==> src/rtl/fifo_arb_pkg.sv <==
// Shared widths, FSM encoding and output payload for the FIFO pop arbiter.
package fifo_arb_pkg;

    localparam int unsigned N_FIFOS = 4;
    localparam int unsigned DATA_W  = 6;
    localparam int unsigned IDX_W   = $clog2(N_FIFOS);

    typedef enum logic [1:0] {
        IDLE   = 2'b00,
        ACTIVE = 2'b01,
        STALL  = 2'b10
    } arb_state_e;

    typedef struct packed {
        logic [IDX_W-1:0]  dest;
        logic [DATA_W-1:0] data;
    } out_word_t;

endpackage

==> src/rtl/rr_arbiter.sv <==
// Combinational round-robin arbiter: first requester at or after ptr_i wins.
module rr_arbiter #(
    parameter int unsigned N  = 4,
    parameter int unsigned IW = $clog2(N)
) (
    input  logic [N-1:0]  req_i,
    input  logic [IW-1:0] ptr_i,
    output logic [N-1:0]  grant_o,
    output logic [IW-1:0] grant_idx_o,
    output logic          any_o
);

    logic [IW-1:0] cand_c;

    // N is a power of two, so the IW-bit add wraps the search naturally
    always_comb begin
        grant_o     = '0;
        grant_idx_o = '0;
        any_o       = 1'b0;
        cand_c      = '0;
        for (int unsigned k = 0; k < N; k++) begin
            cand_c = ptr_i + IW'(k);
            if (!any_o && req_i[cand_c]) begin
                any_o            = 1'b1;
                grant_idx_o      = cand_c;
                grant_o[cand_c]  = 1'b1;
            end
        end
    end

endmodule

==> src/rtl/fifo_pop_arbiter.sv <==
// Round-robin read side of the FIFO bank: pops upstream FIFOs, tags and registers the words.
// Define FIFO_ARB_PRIO0_EN to give FIFO 0 strict priority over the round-robin search.
module fifo_pop_arbiter
    import fifo_arb_pkg::*;
(
    input  logic                        clk,
    input  logic                        reset,
    input  logic [N_FIFOS-1:0]          fifo_empty,
    input  logic [N_FIFOS*DATA_W-1:0]   fifo_data,
    input  logic                        ds_almost_full,
    input  logic                        ds_full,
    output logic [N_FIFOS-1:0]          fifo_pop,
    output logic [DATA_W-1:0]           data_out,
    output logic                        valid_out,
    output logic [IDX_W-1:0]            dest_out,
    output logic                        error
);

    arb_state_e         state_q, state_d;
    logic [IDX_W-1:0]   rr_ptr_q, rr_ptr_d;
    logic [N_FIFOS-1:0] pop_q;
    logic               pend_q;
    logic [IDX_W-1:0]   pend_idx_q;
    out_word_t          out_q;
    logic               valid_q;
    logic               error_q;

    logic [N_FIFOS-1:0] elig_c;
    logic [N_FIFOS-1:0] rr_grant_c;
    logic [IDX_W-1:0]   rr_idx_c;
    logic               any_elig_c;
    logic               any_pending_c;
    logic [N_FIFOS-1:0] sel_oh_c;
    logic [IDX_W-1:0]   sel_idx_c;
    logic               sel_upd_c;

    // A FIFO popped last cycle is skipped: its registered empty flag has not caught up yet
    assign elig_c        = ~fifo_empty & ~pop_q;
    assign any_pending_c = |(~fifo_empty);

    rr_arbiter #(
        .N  (N_FIFOS),
        .IW (IDX_W)
    ) u_rr (
        .req_i       (elig_c),
        .ptr_i       (rr_ptr_q),
        .grant_o     (rr_grant_c),
        .grant_idx_o (rr_idx_c),
        .any_o       (any_elig_c)
    );

    always_comb begin
        sel_oh_c  = rr_grant_c;
        sel_idx_c = rr_idx_c;
        sel_upd_c = 1'b1;
`ifdef FIFO_ARB_PRIO0_EN
        if (elig_c[0]) begin
            sel_oh_c  = N_FIFOS'(1);
            sel_idx_c = '0;
            sel_upd_c = 1'b0;
        end
`else
        sel_upd_c = 1'b1;
`endif
    end

    // ACTIVE rides through cooldown-only cycles so a lone FIFO pops every other cycle
    always_comb begin
        state_d  = state_q;
        rr_ptr_d = rr_ptr_q;
        fifo_pop = '0;
        case (state_q)
            IDLE: begin
                if (any_elig_c && !ds_almost_full) state_d = ACTIVE;
            end
            ACTIVE: begin
                if (ds_almost_full) begin
                    state_d = STALL;
                end else if (!any_pending_c) begin
                    state_d = IDLE;
                end else if (any_elig_c) begin
                    fifo_pop = sel_oh_c;
                    if (sel_upd_c) rr_ptr_d = sel_idx_c + IDX_W'(1);
                end
            end
            STALL: begin
                if (!ds_almost_full) state_d = any_elig_c ? ACTIVE : IDLE;
            end
            default: state_d = IDLE;
        endcase
    end

    always_ff @(posedge clk or posedge reset) begin
        if (reset) begin
            state_q    <= IDLE;
            rr_ptr_q   <= '0;
            pop_q      <= '0;
            pend_q     <= 1'b0;
            pend_idx_q <= '0;
            out_q      <= '0;
            valid_q    <= 1'b0;
            error_q    <= 1'b0;
        end else begin
            state_q    <= state_d;
            rr_ptr_q   <= rr_ptr_d;
            pop_q      <= fifo_pop;
            pend_q     <= |fifo_pop;
            pend_idx_q <= sel_idx_c;
            valid_q    <= pend_q;
            error_q    <= valid_q && ds_full;
            if (pend_q) begin
                out_q.dest <= pend_idx_q;
                out_q.data <= fifo_data[32'(pend_idx_q) * DATA_W +: DATA_W];
            end
        end
    end

    assign data_out  = out_q.data;
    assign dest_out  = out_q.dest;
    assign valid_out = valid_q;
    assign error     = error_q;

endmodule
==> config.mk <==
export PLATFORM = sky130hd
export DESIGN_NAME = fifo_pop_arbiter
export DESIGN_NICKNAME = d
export VERILOG_FILES = /design/src/rtl/fifo_arb_pkg.sv /design/src/rtl/rr_arbiter.sv /design/src/rtl/fifo_pop_arbiter.sv
export SDC_FILE = /design/constraint.sdc
export NUM_CORES = 1
export LEC_CHECK = 0
export CAP_MARGIN = 20
export CORE_ASPECT_RATIO = 1.25
export CORE_MARGIN = 2
export CORE_UTILIZATION = 40
export DETAILED_ROUTE_END_ITERATION = 10
export GPL_TIMING_DRIVEN = 0
export PLACE_DENSITY = 0.71
export SKIP_LAST_GASP = 1
export SLEW_MARGIN = 20
export SYNTH_ARGS = -nofsm -noshare
export SYNTH_HDL_FRONTEND = slang
export SYNTH_HIERARCHICAL = 1
export SYNTH_SLANG_ARGS = --single-unit
==> constraint.sdc <==
create_clock -name clk -period 7.14 [get_ports clk]
set_input_delay 1.428 -clock clk [delete_from_list [all_inputs] [get_ports clk]]
set_output_delay 1.428 -clock clk [all_outputs]
set_load 0.02 [all_outputs]
==> impl_results.md, run 1 <==
- Outcome: finished clean
- Tmin final: 5.573 ns
- Slowest CP cell: clkdlybuf4s50_1
- Crit path to: fifo_pop[3]
- Initial core utilization: 0.4275
- Synthesis Warnings: 6
- Path depth of the worst reg2reg path: 9
- RSZ-0062 raised after global routing: false
- Ant diodes: 0
- Area Growth Syn to Fin: 39.06%
- First-pass GRT wire length: approximately 5.6 mm
- Placement Setup Slack: 1.608 ns
- Post-CTS setup buffers: 0
- Final net count: ~210
- Netlist Area Pre-Place: between 1000 and 1500 sq um
- Reg2reg setup slack: 4.28 ns
- Post-Synth Simple-Gate Area: 0.1449
- Final Wtd Congestion: approximately 0.75
- Synth Flop Type: dfrtp_1
- Iteration-0 DRC Markers: 35
- Fill count: about 290
- Largest net degree at the start of global routing: 22
- R2R Path End: rr_ptr_q[1]$_DFFE_PP0P_
- Initial antenna violation count: 0
- Leakage: between 0.8 and 0.9 nW
- Relative slew slack: 0.4785
- Fin. max-slew vios: 0
- Via count: about 1200
- Vias in the first global route: approximately 1200
- Crit end category: primary output
- Post-synthesis mux area share: 0.2115
- Pre-antenna DRT Iters: 4
- Final setup violation count: 0
- Row Count: 23
- WP data arrival: 4.14 ns
- Die Y: between 60 and 70 um
- DRT antenna net count: 0
- Number of port buffers: 45
- Final Routed Wirelength: 3.279 mm
- Inserted Clock Buffers: 3
- Io pins: between 40 and 50
- Die W: roughly 57 um
- Post-synthesis area per instance: about 11 sq um
- DPL Wire Length: 2.590 mm
- CP required: about 5.7 ns
- Layout cells sized above 1: 0.1477
- CP peak stage delay: around 0.6 ns
- Pwr Density: 397.3 nW/um^2
- Most Frequent Cell on Critical Path: clkdlybuf4s50_1
- Count of max-cap constraint violations: 0
- CP Class: in2out
- Most common cell after layout, fill and taps aside: clkdlybuf4s50_1
- Cells after DPL: 209
- CTS Hold Bufs: 0
- Core Area: approximately 3300 sq um
- Post-CTS resize count: 0
- Clk_lat worst skew: ~0.25 ns
- Vias per Instance: roughly 5.5
- H-tree depth: 1
- Most frequent cells in the layout: clkdlybuf4s50_1, dfrtp_1, inv_1, o21ai_0
- Total Neg Setup Slack: 0 ns
- Measured slew at the worst slew-check pin: 0.7814 ns
- Utilization after layout: 0.5945
- CTS tree: yes
- Final Hold Viols: 0
- Fmax: between 0.15 and 0.2 GHz
- Grt total ovfl: 0
- WHS: 0.3767 ns
- Async SR Flop Fraction: 1.000
- Largest family of logic cells by synthesized area: multiplexers
- Die area: slightly below 4000 sq um
- Post-Syn Instances: 127
- CTS sink cnt: 21
- Design area: about 1900 sq um
- Crit path launch: fifo_empty[2]
- Max FO, Critical Path: 10
- Clock Pin Slew Worst Setup and Hold Paths: 0.07 ns
- Hold crit path type: reg2reg
- Dpl cell area: roughly 1900 sq um
- Ordered list of cells on the worst path: clkdlybuf4s50_1, nor2_1, mux4_2, buf_6, nor4b_4, a22oi_1, o21ai_0, and2_2, clkdlybuf4s50_1
- Sequential fraction of the synthesis area: 0.3780
- Synth Register Bits: 21
- CTS Root Cell: clkbuf_8
- Worst hold stages: 0
- Maximum VDD drop: 0.2223 mV
- Startpoint types: input port
- Cell Count, Final, Fillers Out: about 210
- Yosys cell types: 38
- Clock Path Buffers: 2
- Post-Synth XOR/XNOR Area: 0.006301
- Post-synth EDFFs: 0
- Drt drc: 0
- Tcrit/Tclk final: 0.7805
- Syn Nets: approximately 160
- GRT Resource Usage Total: 0.1749
- Final Skew: ~0.0043 ns
- PnR worst setup slack: 1.567 ns
- Compound-Gate Fraction of Synth Area: 0.1512
- Reg2reg start: rr_ptr_q[1]$_DFFE_PP0P_
- Synth Area in Adders: 0.04500
- DR WL/cell: around 15 um
- Total power: ~0.77 mW
final cells by class:
class | count | area (sq um) | area share
plain buffers | 6 | 50.05 | 0.02589
clock buffers | 3 | 41.29 | 0.02136
clock inverters | 1 | 5.005 | 0.002589
inverters | 10 | 37.54 | 0.01942
multi-input cells | 90 | 777.0 | 0.4019
flip-flops and latches | 21 | 525.5 | 0.2718
well taps | 37 | 46.29 | 0.02395
repair buffers | 45 | 450.4 | 0.2330
sequential cells by signal, indices dropped and copies added, names as in the netlist:
name and cells:
data_out 6, dest_out 2, error 1, pend_idx_q 2, pend_q 1, pop_q 4
rr_ptr_q 2, state_q 2, valid_out 1
how the worst min path moves through the flow:
stage / start / to / slack (ns)
after floorplan: pend_q$_DFF_PP0_ / valid_out$_DFF_PP0_ / 0.35
after CTS: pend_q$_DFF_PP0_ / valid_out$_DFF_PP0_ / 0.38
after global routing: pend_q$_DFF_PP0_ / valid_out$_DFF_PP0_ / 0.40
after detailed placement: pend_q$_DFF_PP0_ / valid_out$_DFF_PP0_ / 0.36
final: pend_q$_DFF_PP0_ / valid_out$_DFF_PP0_ / 0.38
after global placement: pend_q$_DFF_PP0_ / valid_out$_DFF_PP0_ / 0.36
report_power, final:
part / switching, mW / internal [mW] / total, mW / leakage [nW]
Sequential: 0.0317 / 0.165 / 0.197 / 0.267
Combinational: 0.252 / 0.244 / 0.496 / 0.548
Clock: 0.0363 / 0.0388 / 0.0750 / 0.0255
cell usage after synthesis (2+ instances only):
cell type / instances / area [sq um]
nor2_1: 7 / 26.28
mux2_1: 3 / 33.78
mux2i_1: 8 / 80.08
and2_2: 4 / 30.03
nand2_1: 5 / 18.77
dfrtp_1: 21 / 525.5
a21oi_1: 5 / 25.02
mux2_2: 6 / 67.56
mux4_2: 2 / 45.04
mux4_1: 2 / 52.55
nor2b_1: 4 / 25.02
o221ai_1: 3 / 26.28
and2b_1: 2 / 15.01
buf_6: 3 / 33.78
a22oi_1: 8 / 60.06
inv_1: 10 / 37.54
ha_1: 5 / 62.56
o21ai_0: 9 / 45.04
per-layer routing:
layer  part of all wire  global-route usage
met1               0.41              0.2000
met3              0.058             0.01852
met4              0.010             0.06614
met5                  0                   0
met2               0.52              0.3256
critical path, delay by kind of cell:
kind            cells  cell delay [ns]
buf+inv             3             1.26
compound gates      2             0.28
simple gates        3             0.69
mux                 1             0.49
cell families after synthesis:
kind of cell,count (synthesis)
AO/OA/AOI/OAI,31
AND/OR/NAND/NOR,31
multiplexers,22
flip-flops,21
buffers and inverters,16
adder cells (fa/ha/maj),5
XOR/XNOR,1
Note: power is estimated with default switching activity, not from simulation.
==> run 2: changes to the inputs <==
PLACE_DENSITY = 0.74   (was 0.71)
clock period = 4.9 ns   (was 7.14 ns; I/O delays follow)
==> impl_results.md, run 2 (synthesis results as in run 1) <==
- Layout cells sized above 1: 0.1477
- Via count: ~1200
- Final Hold Viols: 0
- Dpl cell area: roughly 1900 sq um
- Final Skew: ~0.0059 ns
- Measured slew at the worst slew-check pin: 0.7801 ns
- Largest net degree at the start of global routing: 22
- First-pass GRT wire length: 5.671 mm
- H-tree depth: 1
- Drt drc: 0
- Final net count: 214
- Most common cell after layout, fill and taps aside: clkdlybuf4s50_1
- Leakage: 0.8412 nW
- Die W: roughly 57 um
- CP peak stage delay: roughly 0.54 ns
- Iteration-0 DRC Markers: 42
- Grt total ovfl: 0
- Total Neg Setup Slack: 0 ns
- Vias in the first global route: 1200
- Area Growth Syn to Fin: 39.06%
- CTS tree: yes
- Initial core utilization: 0.4275
- Count of max-cap constraint violations: 0
- CTS Root Cell: clkbuf_8
- CP top delay family: buffers and inverters
- Clock Pin Slew Worst Setup and Hold Paths: 0.08 ns
- CP required: approximately 4 ns
- Max FO, Critical Path: 10
- Clock Path Buffers: 2
- Max reg flops: 6
- Initial antenna violation count: 0
- CTS sink cnt: 21
- Reg2reg setup slack: 2.00 ns
- Relative slew slack: 0.4794
- Most frequent cells in the layout: clkdlybuf4s50_1, dfrtp_1, inv_1, o21ai_0
- Vias per Instance: between 5 and 6
- Io pins: 46
- WHS: ~0.39 ns
- Inserted Clock Buffers: 3
- Hold crit path type: reg2reg
- Post-CTS setup buffers: 0
- WP data arrival: roughly 3.7 ns
- Crit path to: fifo_pop[2]
- Fin. max-slew vios: 0
- Final Routed Wirelength: about 3.4 mm
- Fmax: between 0.2 and 0.25 GHz
- Reg2reg start: rr_ptr_q[1]$_DFFE_PP0P_
- Die area: roughly 4000 sq um
- Tmin final: 4.647 ns
- Design area: 1933 sq um
- Die Y: 69.91 um
- Pwr Density: roughly 580 nW/um^2
- Pre-antenna DRT Iters: 4
- R2R Path End: rr_ptr_q[1]$_DFFE_PP0P_
- Number of port buffers: between 40 and 50
- Outcome: finished clean
- Stages on the worst setup path: 10
- Final Wtd Congestion: around 0.8
- DRT antenna net count: 0
- Startpoint types: input port
- Maximum VDD drop: between 0.3 and 0.4 mV
- Cells after DPL: 209
- RSZ-0062 raised after global routing: false
- Cell Count, Final, Fillers Out: between 200 and 250
- Core Area: approximately 3300 sq um
- Ordered list of cells on the worst path: clkdlybuf4s50_1, nor2_1, mux4_2, buf_6, nor3_1, nand2b_1, and4b_1, buf_6, and2_2, clkdlybuf4s50_1
- PnR worst setup slack: about 0.25 ns
- CTS Hold Bufs: 0
- Final setup violation count: 0
- Post-CTS resize count: 0
- Tcrit/Tclk final: 0.9484
- Placement Setup Slack: about 0.26 ns
- Ant diodes: 0
- Row Count: 23
- Crit path launch: fifo_empty[2]
- Slowest CP cell: clkdlybuf4s50_1
- Clk_lat worst skew: 0.26 ns
- Path depth of the worst reg2reg path: 9
- DPL Wire Length: ~2.6 mm
- DR WL/cell: between 15 and 20 um
- CP Class: in2out
- Crit end category: primary output
- GRT Resource Usage Total: 0.1821
- Crit path buffers/inverters: 4
## run 2: how the worst min path moves through the flow
stage,endpoint,slack [ns],cells past startpoint,startpoint
global route,valid_out$_DFF_PP0_,0.40,0,pend_q$_DFF_PP0_
finish,valid_out$_DFF_PP0_,0.39,0,pend_q$_DFF_PP0_
floorplan,valid_out$_DFF_PP0_,0.35,0,pend_q$_DFF_PP0_
CTS,valid_out$_DFF_PP0_,0.38,0,pend_q$_DFF_PP0_
detailed placement,valid_out$_DFF_PP0_,0.37,0,pend_q$_DFF_PP0_
global placement,valid_out$_DFF_PP0_,0.36,0,pend_q$_DFF_PP0_
## run 2: area by class of cell
cell class	count	area, sq um
tap	37	46.29
clock inverter	1	5.005
clock buffer	3	41.29
multi-input combinational	90	777.0
sequential	21	525.5
buffer	6	50.05
inverter	10	37.54
fill	277	1319
timing repair buffer	45	450.4
## run 2: report_power, final
group	switching [mW]	internal (mW)
sequential	0.0490	0.240
combinational	0.366	0.356
clock	0.0531	0.0565
total	0.468	0.653
## run 2: stage by stage
step           utilization  power, mW
2_1_floorplan            -     0.7968
3_3_place_gp        0.5802     0.9751
3_5_place_dp        0.5802      1.009
4_1_cts             0.5945      1.123
5_1_grt             0.5945      1.211
6_report            0.5945      1.121
## run 2: metal layers
layer	track usage	share of wire	wire length [um]
met4	0.07672	0.021	71
met2	0.3127	0.50	1664
met3	0.05370	0.088	296
met1	0.2069	0.40	1330
met5	0	0	0
==> run 3: changes to the inputs <==
RECOVER_POWER = 100   (was unset)
SKIP_LAST_GASP = unset   (was 1)
==> impl_results.md, run 3 (synthesis results as in run 1) <==
- CP top delay family: buffers and inverters
- CTS Root Cell: clkbuf_8
- CP peak stage delay: 0.54 ns
- Placement Setup Slack: about 0.26 ns
- Maximum VDD drop: between 0.3 and 0.4 mV
- Pwr Density: approximately 570 nW/um^2
- Grt total ovfl: 0
- PnR worst setup slack: roughly 0.24 ns
- Ordered list of cells on the worst path: clkdlybuf4s50_1, nor2_1, mux4_2, buf_6, nor3_1, nand2b_1, and4b_1, buf_6, and2_2, clkdlybuf4s50_1
- Clk_lat worst skew: roughly 0.26 ns
- Relative slew slack: 0.4802
- Pre-antenna DRT Iters: 4
- Final Routed Wirelength: 3.370 mm
- Drt drc: 0
- Hold crit path type: reg2reg
- Final net count: between 200 and 250
- Die Y: 69.91 um
- Core Area: about 3300 sq um
- H-tree depth: 1
- Most common cell after layout, fill and taps aside: clkdlybuf4s50_1
- CTS Hold Bufs: 0
- Vias per Instance: between 5 and 6
- Final Wtd Congestion: 0.7807
- GRT Resource Usage Total: 0.1821
- Measured slew at the worst slew-check pin: about 0.78 ns
- WP data arrival: roughly 3.7 ns
- Io pins: 46
- Clock Path Buffers: 2
- Startpoint types: input port
- Max FO, Critical Path: 10
- Total Neg Setup Slack: 0 ns
- DRT antenna net count: 0
- Inserted Clock Buffers: 3
- CP required: between 3 and 4 ns
- Area Growth Syn to Fin: 38.61%
- Initial core utilization: 0.4275
- Final Skew: between 0.006 and 0.007 ns
- Largest net degree at the start of global routing: 22
- Outcome: finished clean
- Crit end category: primary output
- Count of max-cap constraint violations: 0
- Die area: 3966 sq um
- First-pass GRT wire length: roughly 5.7 mm
- Via count: 1207
- Slowest CP cell: clkdlybuf4s50_1
- Row Count: 23
- Number of port buffers: 45
- Ant diodes: 0
- Final setup violation count: 0
- Die W: 56.73 um
- Tmin final: approximately 4.7 ns
- Vias in the first global route: 1200
- Tcrit/Tclk final: 0.9502
- Fill count: between 200 and 300
- Clock Pin Slew Worst Setup and Hold Paths: around 0.08 ns
- Dpl cell area: about 1900 sq um
- Post-CTS setup buffers: 0
- Total power: ~1.1 mW
- Crit path buffers/inverters: 4
- Leakage: between 0.8 and 0.9 nW
- Max reg flops: 6
- RSZ-0062 raised after global routing: false
- Fin. max-slew vios: 0
- Iteration-0 DRC Markers: 42
- Initial antenna violation count: 0
- CP Class: in2out
- Layout cells sized above 1: 0.1307
- Most frequent cells in the layout: clkdlybuf4s50_1, dfrtp_1, dlygate4sd3_1, inv_1, o21ai_0
- DR WL/cell: roughly 16 um
- DPL Wire Length: 2.642 mm
- Final Hold Viols: 0
- Fmax: ~0.21 GHz
- CTS sink cnt: 21
- Post-CTS resize count: 0
- Design area: ~1900 sq um
- CTS tree: yes
==> run 3: path summary, 6_finish.rpt <==
| kind | start | to | slack [ns] | cells after the start |
|---|---|---|---|---|
| min in group asynchronous | reset | dest_out[0]$_DFFE_PP0P_ | 1.30 | 2 |
| max | fifo_empty[2] | fifo_pop[2] | 0.24 | 10 |
| max reg2reg | rr_ptr_q[1]$_DFFE_PP0P_ | rr_ptr_q[1]$_DFFE_PP0P_ | 1.96 | 9 |
| min reg2reg | pend_q$_DFF_PP0_ | valid_out$_DFF_PP0_ | 0.39 | 0 |
| min | pend_q$_DFF_PP0_ | valid_out$_DFF_PP0_ | 0.39 | 0 |
| max in group asynchronous | reset | pop_q[3]$_DFF_PP0_ | 3.11 | 2 |
==> run 3: report_power, final <==
group          internal [mW]  switching, mW  total, mW
Combinational          0.333          0.366      0.699
Clock                 0.0565         0.0533      0.110
Sequential             0.240         0.0473      0.288
==> run 3: through the flow <==
step	utilization	hold WS, ns	instances
6_report	0.5925	0.3934	213
5_1_grt	0.5925	0.4034	213
4_1_cts	0.5945	0.3846	213
3_5_place_dp	0.5802	0.3670	209
3_3_place_gp	0.5802	0.3643	209
2_1_floorplan	-	0.3487	127
==> run 3: area by class of cell <==
class	instances	area, sq um	share of cell area
plain buffers	6	48.80	0.02532
clock buffers	3	41.29	0.02143
clock inverters	1	5.005	0.002597
inverters	10	37.54	0.01948
multi-input cells	90	772.0	0.4006
flip-flops and latches	21	525.5	0.2727
well taps	37	46.29	0.02403
repair buffers	45	450.4	0.2338
==> run 3: routing by layer <==
metal / up-vias / wire, um / track usage
met2: 69 / 1678 / 0.3127
li1: 566 / - / -
met5: - / 0 / 0
met1: 566 / 1290 / 0.2069
met3: 6 / 336 / 0.05370
met4: 0 / 63 / 0.07672
